**src/rtl/spiflash_responder.sv**
```systemverilog
// spiflash_responder: read-only SPI/QSPI flash target (0x03, 0xEB, continuous read).
// SCK/CSn/D are oversampled in the clk domain; data bytes are fetched one at a time
// from a backing memory over mem_addr/mem_rd/mem_rdata.
// Ports: clk, rst_n | flash_clk, flash_csn, flash_d_i[3:0] -> flash_d_o[3:0],
//        flash_d_oe[3:0] | mem_addr[23:0], mem_rd -> mem_rdata[7:0].
module spiflash_responder #(
    parameter int CLK_RATIO_MIN = 4
) (
    input  logic        clk,
    input  logic        rst_n,
    input  logic        flash_clk,
    input  logic        flash_csn,
    input  logic [3:0]  flash_d_i,
    output logic [3:0]  flash_d_o,
    output logic [3:0]  flash_d_oe,
    output logic [23:0] mem_addr,
    output logic        mem_rd,
    input  logic [7:0]  mem_rdata
);

    typedef enum logic [2:0] {
        IDLE, CMD, ADDR, MODE, DUMMY, DATA, IGNORE
    } state_t;

    localparam logic [7:0] CMD_READ  = 8'h03;
    localparam logic [7:0] CMD_QREAD = 8'hEB;

    // The fetched byte is loaded one clk after mem_rd, which must land
    // before the following SCK fall.
    if (CLK_RATIO_MIN < 2) begin : g_ratio_chk
        $error("CLK_RATIO_MIN must be at least 2");
    end

    state_t state, state_n;

    logic        sck_m, sck_s, sck_q;
    logic        csn_m, csn_s, csn_q;
    logic [3:0]  d_m, d_s;

    logic [4:0]  bit_cnt;
    logic [22:0] shift_in;
    logic [7:0]  shift_out;
    logic        quad;
    logic        cont_mode;
    logic [3:0]  d_o_q;

    logic        sck_rise, sck_fall, csn_fall;
    logic        phase_end, last_rise, in_quad;
    logic [7:0]  cmd_byte;
    logic [23:0] addr_word;

    // Synchronizers. CSn resets low so that a CSn already low when reset
    // is released never looks like a falling edge.
    always_ff @(posedge clk or negedge rst_n) begin
        if (!rst_n) begin
            sck_m <= 1'b0;
            sck_s <= 1'b0;
            sck_q <= 1'b0;
            csn_m <= 1'b0;
            csn_s <= 1'b0;
            csn_q <= 1'b0;
            d_m   <= '0;
            d_s   <= '0;
        end else begin
            sck_m <= flash_clk;
            sck_s <= sck_m;
            sck_q <= sck_s;
            csn_m <= flash_csn;
            csn_s <= csn_m;
            csn_q <= csn_s;
            d_m   <= flash_d_i;
            d_s   <= d_m;
        end
    end

    assign sck_rise  = sck_s & ~sck_q;
    assign sck_fall  = ~sck_s & sck_q;
    assign csn_fall  = ~csn_s & csn_q;
    assign last_rise = sck_rise & phase_end;
    assign in_quad   = (state == MODE) ||
                       ((state == ADDR) && quad);
    assign cmd_byte  = {shift_in[6:0], d_s[0]};
    assign addr_word = quad ? {shift_in[19:0], d_s}
                            : {shift_in[22:0], d_s[0]};

    always_comb begin
        phase_end = 1'b0;
        unique case (state)
            CMD:     phase_end = (bit_cnt == 5'd7);
            ADDR:    phase_end = quad ? (bit_cnt == 5'd5)
                                      : (bit_cnt == 5'd23);
            MODE:    phase_end = (bit_cnt == 5'd1);
            DUMMY:   phase_end = (bit_cnt == 5'd3);
            DATA:    phase_end = quad ? (bit_cnt == 5'd1)
                                      : (bit_cnt == 5'd7);
            default: phase_end = 1'b0;
        endcase
    end

    always_ff @(posedge clk or negedge rst_n) begin
        if (!rst_n) state <= IDLE;
        else        state <= state_n;
    end

    always_comb begin
        state_n = state;
        if ((state != IDLE) && csn_s) begin
            state_n = IDLE;
        end else begin
            unique case (state)
                IDLE: begin
                    if (csn_fall)
                        state_n = cont_mode ? ADDR : CMD;
                end
                CMD: begin
                    if (last_rise) begin
                        if ((cmd_byte == CMD_READ) ||
                            (cmd_byte == CMD_QREAD))
                            state_n = ADDR;
                        else
                            state_n = IGNORE;
                    end
                end
                ADDR: begin
                    if (last_rise)
                        state_n = quad ? MODE : DATA;
                end
                MODE: begin
                    if (last_rise) state_n = DUMMY;
                end
                DUMMY: begin
                    if (last_rise) state_n = DATA;
                end
                DATA:    state_n = DATA;
                IGNORE:  state_n = IGNORE;
                default: state_n = IDLE;
            endcase
        end
    end

    always_ff @(posedge clk or negedge rst_n) begin
        if (!rst_n) begin
            bit_cnt   <= '0;
            shift_in  <= '0;
            shift_out <= '0;
            quad      <= 1'b0;
            cont_mode <= 1'b0;
            d_o_q     <= '0;
            mem_addr  <= '0;
            mem_rd    <= 1'b0;
        end else begin
            mem_rd <= 1'b0;
            if (csn_s || (state == IDLE)) begin
                bit_cnt <= '0;
                d_o_q   <= '0;
                // Continuous mode survives only if the mode byte was seen.
                if (csn_s && ((state == CMD) || (state == ADDR) ||
                              (state == MODE)))
                    cont_mode <= 1'b0;
                if ((state == IDLE) && csn_fall)
                    quad <= cont_mode;
            end else if (state != IGNORE) begin
                if (sck_rise) begin
                    bit_cnt  <= phase_end ? '0 : bit_cnt + 5'd1;
                    shift_in <= in_quad ? {shift_in[18:0], d_s}
                                        : {shift_in[21:0], d_s[0]};
                end
                if (last_rise) begin
                    unique case (state)
                        CMD: quad <= (cmd_byte == CMD_QREAD);
                        ADDR: begin
                            mem_addr <= addr_word;
                            mem_rd   <= ~quad;
                        end
                        // mode[5:4] are the low bits of the first nibble
                        MODE:  cont_mode <= (shift_in[1:0] == 2'b10);
                        DUMMY: mem_rd <= 1'b1;
                        DATA: begin
                            mem_addr <= mem_addr + 24'd1;
                            mem_rd   <= 1'b1;
                        end
                        default: ;
                    endcase
                end
                if (sck_fall && (state == DATA)) begin
                    d_o_q <= quad ? shift_out[7:4]
                                  : {2'b00, shift_out[7], 1'b0};
                    shift_out <= quad ? {shift_out[3:0], 4'h0}
                                      : {shift_out[6:0], 1'b0};
                end
            end
            if (mem_rd) shift_out <= mem_rdata;
        end
    end

    always_comb begin
        flash_d_oe = 4'b0000;
        if (state == DATA)
            flash_d_oe = quad ? 4'b1111 : 4'b0010;
    end

    assign flash_d_o = d_o_q;

endmodule

```
**config.mk**
```make
export PLATFORM = sky130hd
export DESIGN_NAME = spiflash_responder
export DESIGN_NICKNAME = d
export VERILOG_FILES = /design/src/rtl/spiflash_responder.sv
export SDC_FILE = /design/constraint.sdc
export NUM_CORES = 1
export LEC_CHECK = 0
export ABC_AREA = 1
export BUFFER_PORTS_ARGS = -buffer_cell sky130_fd_sc_hd__buf_2
export CAP_MARGIN = 10
export CELL_PAD_IN_SITES_DETAIL_PLACEMENT = 2
export CELL_PAD_IN_SITES_GLOBAL_PLACEMENT = 2
export CORE_UTILIZATION = 37
export CTS_CLUSTER_SIZE = 20
export DETAILED_ROUTE_END_ITERATION = 12
export PLACE_DENSITY_LB_ADDON = 0.15
export SETUP_SLACK_MARGIN = 0.15
export SLEW_MARGIN = 20
export SYNTH_ARGS = -nofsm -noshare
export SYNTH_HDL_FRONTEND = slang
export SYNTH_SLANG_ARGS = --single-unit
```
**constraint.sdc**
```tcl
create_clock -name clk -period 2.9 [get_ports clk]
set_input_delay 0.87 -clock clk [delete_from_list [all_inputs] [get_ports clk]]
set_output_delay 0.87 -clock clk [all_outputs]
set_load 0.01 [all_outputs]
```
==> results of run 1 <==
[state kept, by name (all words and copies together), names as in the netlist, 3 cells and up]
| signal | count |
|---|---|
| bit_cnt | 5 |
| state | 3 |
| mem_addr | 24 |
| shift_in | 23 |
| flash_d_o | 4 |
| d_m | 4 |
| shift_out | 8 |
| d_s | 4 |
[cell usage in the layout (no fill, tap or decap), types with 7 or more instances in the layout]
cell type	netlist	routed
xor2_1	10	10
nor3_1	10	10
o211ai_1	10	10
xnor2_1	7	7
a21oi_1	7	7
o21ai_0	66	66
buf_2	15	47
dfrtp_1	84	84
buf_4	4	9
nor2_1	62	62
nand2_1	204	204
nand3_1	32	32
inv_1	60	60
o22ai_1	25	25
o21ai_1	14	14
clkbuf_16	0	9
[kinds of logic after synthesis]
logic type                 count (synthesis)  synth area share
and+or+nand+nor                          333             0.292
muxes                                      1           0.00205
xor gates and xnor gates                  17            0.0304
DFF                                       84             0.430
AOI/OAI and AO/OA                        132             0.152
buffers and inverters                     95            0.0857
adders and majority gates                  3           0.00768
[layout make-up]
type | instances | area share
clock buffer | 9 | 0.0404
clock inverter | 6 | 0.0119
inverter | 67 | 0.0462
multi-input combinational | 486 | 0.425
sequential | 84 | 0.377
tap | 172 | 0.0386
timing repair buffer | 58 | 0.0615
[metrics by stage]
step                      setup WS [ns]  instances  hold slack, ns  cell area (µm²)
final                             0.299        882           0.351             5580
after global routing              0.176        882           0.363             5580
after CTS                         0.274        882           0.354             5580
after detailed placement          0.693        867           0.338             5290
after global placement            0.789        867           0.332             5290
after floorplan                   0.525        665           0.331             4890
[layer usage]
layer / up-vias / wire length (µm) / track usage
met2: 65 / 7630 / 0.417
met5: - / 0 / 0
met1: 2328 / 8030 / 0.361
met4: 0 / 270 / 0.0861
li1: 2239 / - / -
met3: 21 / 320 / 0.0314
[report_power, final]
group | internal (W) | switching [W]
sequential | 0.00141 | 0.000254
clock | 0.000663 | 0.000510
combinational | 0.000524 | 0.00109
[worst max-delay path by stage]
stage	start	cells after the start	endpoint	slack (ns)
after floorplan	state[2]$_DFFE_PN0P_	8	flash_d_oe[2]	0.53
after global placement	state[1]$_DFFE_PN0P_	5	flash_d_oe[1]	0.79
after detailed placement	state[1]$_DFFE_PN0P_	6	flash_d_oe[2]	0.69
after CTS	state[1]$_DFFE_PN0P_	6	flash_d_oe[2]	0.27
after global routing	state[1]$_DFFE_PN0P_	6	flash_d_oe[2]	0.18
final	state[1]$_DFFE_PN0P_	6	flash_d_oe[2]	0.30
==> flow_summary.toml, run 1 <==
[cts]
path_clk_slew_ns = 0.07
hold_buffers = 0
cts_buffers = 9
ctsResizeCount = 0
cts_tree = "yes"
htreeDepth = 3
clock_path_buffers = 2
clk_latency_ns = 0.36
cts_root_buffer = "clkbuf_16"
cts_sinks = 84
cts_setup_buffers = 0

[floorplan]
dieArea_um2 = 13700
fp.coreArea_um2 = 12800
io_pins = 49
initial_utilization = 0.383
die_h_um = 117
die_w_um = 117
rows = 41

[worst_setup_path]
end_kind = "output pin"
cp_slowest_stage_delay_ns = 0.48
r2r_cells = 9
cp_data_required_time_ns = 2.03
path_class = "reg -> out"
r2r-start = "state[1]$_DFFE_PN0P_"
worst-path-buf-inv = 3
reg2reg_slack_ns = 0.71
crit_path_frequent_cell = "inv_2"
cp_slowest_cell = "dfrtp_1"
critPathArrivalTime_ns = 1.73
crit_chain = "inv_2 -> nand2_2 -> nor2_4 -> inv_2 -> nor2_1 -> buf_2"
crit_family = "flip-flops"
crit_path_max_fanout = 25
start_kind = "register"
worstReg2RegEnd = "mem_addr[13]$_DFFE_PN0P_"

[finish]
diodes = 0
seqCellArea_um2 = 2100
multi_input_area_um2 = 2370
syn_to_final_growth_pct = 14.1
fill_cells = 1527
drive_above_1_share = 0.139
fin_nets = 725
utilization = 0.437

[timing]
fin_crit_sh = 0.897
post-route-min-period_ns = 2.60
fin_setup_tns_ns = 0
hold_viol_final = 0
fmax_ghz = 0.385
fin_worst_skew_ns = 0.0159
setup_viol = 0
worstMarginPinSlew_ns = 0.742
rsz0062_at_grt = "false"
max_slew_margin = 0.505
final_max_slew_viol_count = 0

[synth]
synth.most_common_cell = "nand2_1"
synth_cells = 665
ys_types = 37
ys_warn_count = 0
async_flop_share = 1.00
yosysSeqAreaShare = 0.430
synth_ff_type = "dfrtp_1"
netlist.area_leader.share = 0.430
synth_nets = 684
ys_top_cells_by_area = "dfrtp_1, nand2_1, o21ai_0"
synth_edf_count = 0
syn_area_per_cell_um2 = 7.35
netlist_area_um2 = 4890
synthTopCellsByCount = "nand2_1, dfrtp_1, o21ai_0, nor2_1, inv_1"
ys_ff_latch = 84
yosysTopAreaCell = "dfrtp_1"

[global_route]
grt_pass1_vias = 5045
overflow = 0
grt_usage = 0.259
grt_pass1_wl_um = 26700
antenna_found_initial = 0
grt_max_degree = 47

[power_and_ir_drop]
total_power_w = 0.00445
p_leak_nw = 2.67
p_per_area_nw_per_um2 = 797
ir_drop_v = 0.000402

[hold_path]
hp-class = "reg -> reg"
min_to = "csn_s$_DFF_PN0_"
hold_path_depth = 0
hp-start = "csn_m$_DFF_PN0_"

[routing]
vias = 4653
drtIter0Drc = 167
ant_nets = 0
routedWlPerCell_um = 18.4
wirelength_um = 16300
drcViolationCount = 0
first_pass_iters = 4
viasPerCell = 5.28

[outcome]
status = "complete, no violations"

[placed_design]
gp_congestion = 0.824
placement.io_buffers = 48
dp_hpwl_um = 11600

[flow_run]
cap_viol_max_count = 0
Note: power is estimated with default switching activity, not from simulation.
==> run 2, diff against run 1 <==
Clock period 2.9 ns to 3.2 ns, I/O delays scaled along.
==> run 2 against run 1 <==
Against the previous run:
- total power fell by 11%
- via count rose by 2.3%
- register-to-register slack improved by 0.02 ns
- cell count fell by 0.23%
- first-iteration DRC count rose by 66%
- critical path depth fell by 1
- worst setup slack improved by 0.086 ns
- non-clock buffer count fell by 3
- critical path type unchanged
- largest cell class unchanged
==> flow_summary.toml, run 2 (synthesized netlist as in run 1, its figures left out) <==
[timing]
hold_slack_ns = 0.352
rsz0062_at_grt = "false"
worstMarginPinSlew_ns = 0.668
max_slew_margin = 0.554
fin_worst_skew_ns = 0.00946
hold_viol_final = 0
final_max_slew_viol_count = 0
fin_crit_sh = 0.880
fmax_ghz = 0.355
setup_viol = 0
post-route-min-period_ns = 2.82
fin_setup_tns_ns = 0

[routing]
viasPerCell = 5.41
vias = 4759
ant_nets = 0
routedWlPerCell_um = 18.9
wirelength_um = 16700
drcViolationCount = 0
first_pass_iters = 5
drtIter0Drc = 278

[worst_setup_path]
start_kind = "register"
cp_data_required_time_ns = 2.24
critPathArrivalTime_ns = 1.86
end_kind = "output pin"
path_class = "reg -> out"
crit_path_max_fanout = 25

[outcome]
status = "complete, no violations"

[finish]
design_area_um2 = 5530
fin_nets = 722
largest_reg_flops = 24
syn_to_final_growth_pct = 13.1
fill_cells = 1504
drive_above_1_share = 0.138
reg.largest.list = "mem_addr x24, shift_in x23, shift_out x8"
utilization = 0.433
diodes = 0
regMostFlops = "mem_addr"
final_cell_mix = "nand2_1, dfrtp_1, o21ai_0, nor2_1, inv_1"
final_common_cell = "nand2_1"

[global_route]
grt_max_degree = 47
overflow = 0
grt_pass1_vias = 5025
grt_pass1_wl_um = 27200
antenna_found_initial = 0
grt_usage = 0.265

[placed_design]
gp_congestion = 0.904
dp_hpwl_um = 11900
place_area_um2 = 5250
placement.io_buffers = 48

[floorplan]
die_w_um = 117
fp.coreArea_um2 = 12800
die_h_um = 117
rows = 41
initial_utilization = 0.383
dieArea_um2 = 13700
io_pins = 49

[cts]
cts_setup_buffers = 0
cts_tree = "yes"
cts_buffers = 9
clk_latency_ns = 0.35
cts_root_buffer = "clkbuf_16"
hold_buffers = 0
cts_sinks = 84
ctsResizeCount = 0
htreeDepth = 3
clock_path_buffers = 2
path_clk_slew_ns = 0.07

[power_and_ir_drop]
ir_drop_v = 0.000300
p_per_area_nw_per_um2 = 717
p_leak_nw = 2.64

[hold_path]
hp-class = "reg -> reg"

[flow_run]
cap_viol_max_count = 0
==> run 2: path summary, 6_finish.rpt <==
kind	startpoint	endpoint	slack [ns]	cells past startpoint
max	state[2]$_DFFE_PN0P_	flash_d_oe[3]	0.38	5
max reg2reg	state[2]$_DFFE_PN0P_	mem_addr[23]$_DFFE_PN0P_	0.73	9
min	csn_m$_DFF_PN0_	csn_s$_DFF_PN0_	0.35	0
min in group asynchronous	rst_n	mem_addr[19]$_DFFE_PN0P_	0.59	1
min reg2reg	csn_m$_DFF_PN0_	csn_s$_DFF_PN0_	0.35	0
max in group asynchronous	rst_n	state[2]$_DFFE_PN0P_	1.93	2
==> run 2: layout make-up <==
class	count	area (µm²)	area share
multi-input cells	486	2370	0.428
flip-flops and latches	84	2100	0.380
repair buffers	55	308	0.0556
inverters	67	258	0.0466
clock buffers	10	239	0.0432
well taps	172	215	0.0389
clock inverters	6	40.0	0.00724
==> run 2: where the power goes <==
part | switching (W) | internal, W
clock | 0.000458 | 0.000544
sequential | 0.000251 | 0.00128
combinational | 0.000977 | 0.000459
total | 0.00169 | 0.00228
==> run 2: worst max-delay path: stages (launching register included) <==
cell	delay, ns
dfrtp_2	0.53
clkinv_2	0.19
nor2_4	0.15
inv_2	0.17
nor2_1	0.26
buf_2	0.19
==> run 2: layer usage <==
metal	wire length, µm	vias to the layer above	part of all wire	track usage
met1	7900	2390	0.47	0.368
met3	555	27	0.033	0.0345
li1	-	2240	-	-
met2	7860	102	0.47	0.424
met4	336	0	0.020	0.0979
met5	0	-	0	0
==> run 2: metrics by stage <==
step                      power (W)  cells  worst slack [ns]
after global placement      0.00284    864             0.731
after CTS                   0.00399    880             0.192
after global routing        0.00423    880             0.260
final                       0.00397    880             0.385
after detailed placement    0.00295    864             0.578
after floorplan             0.00247    665             0.735
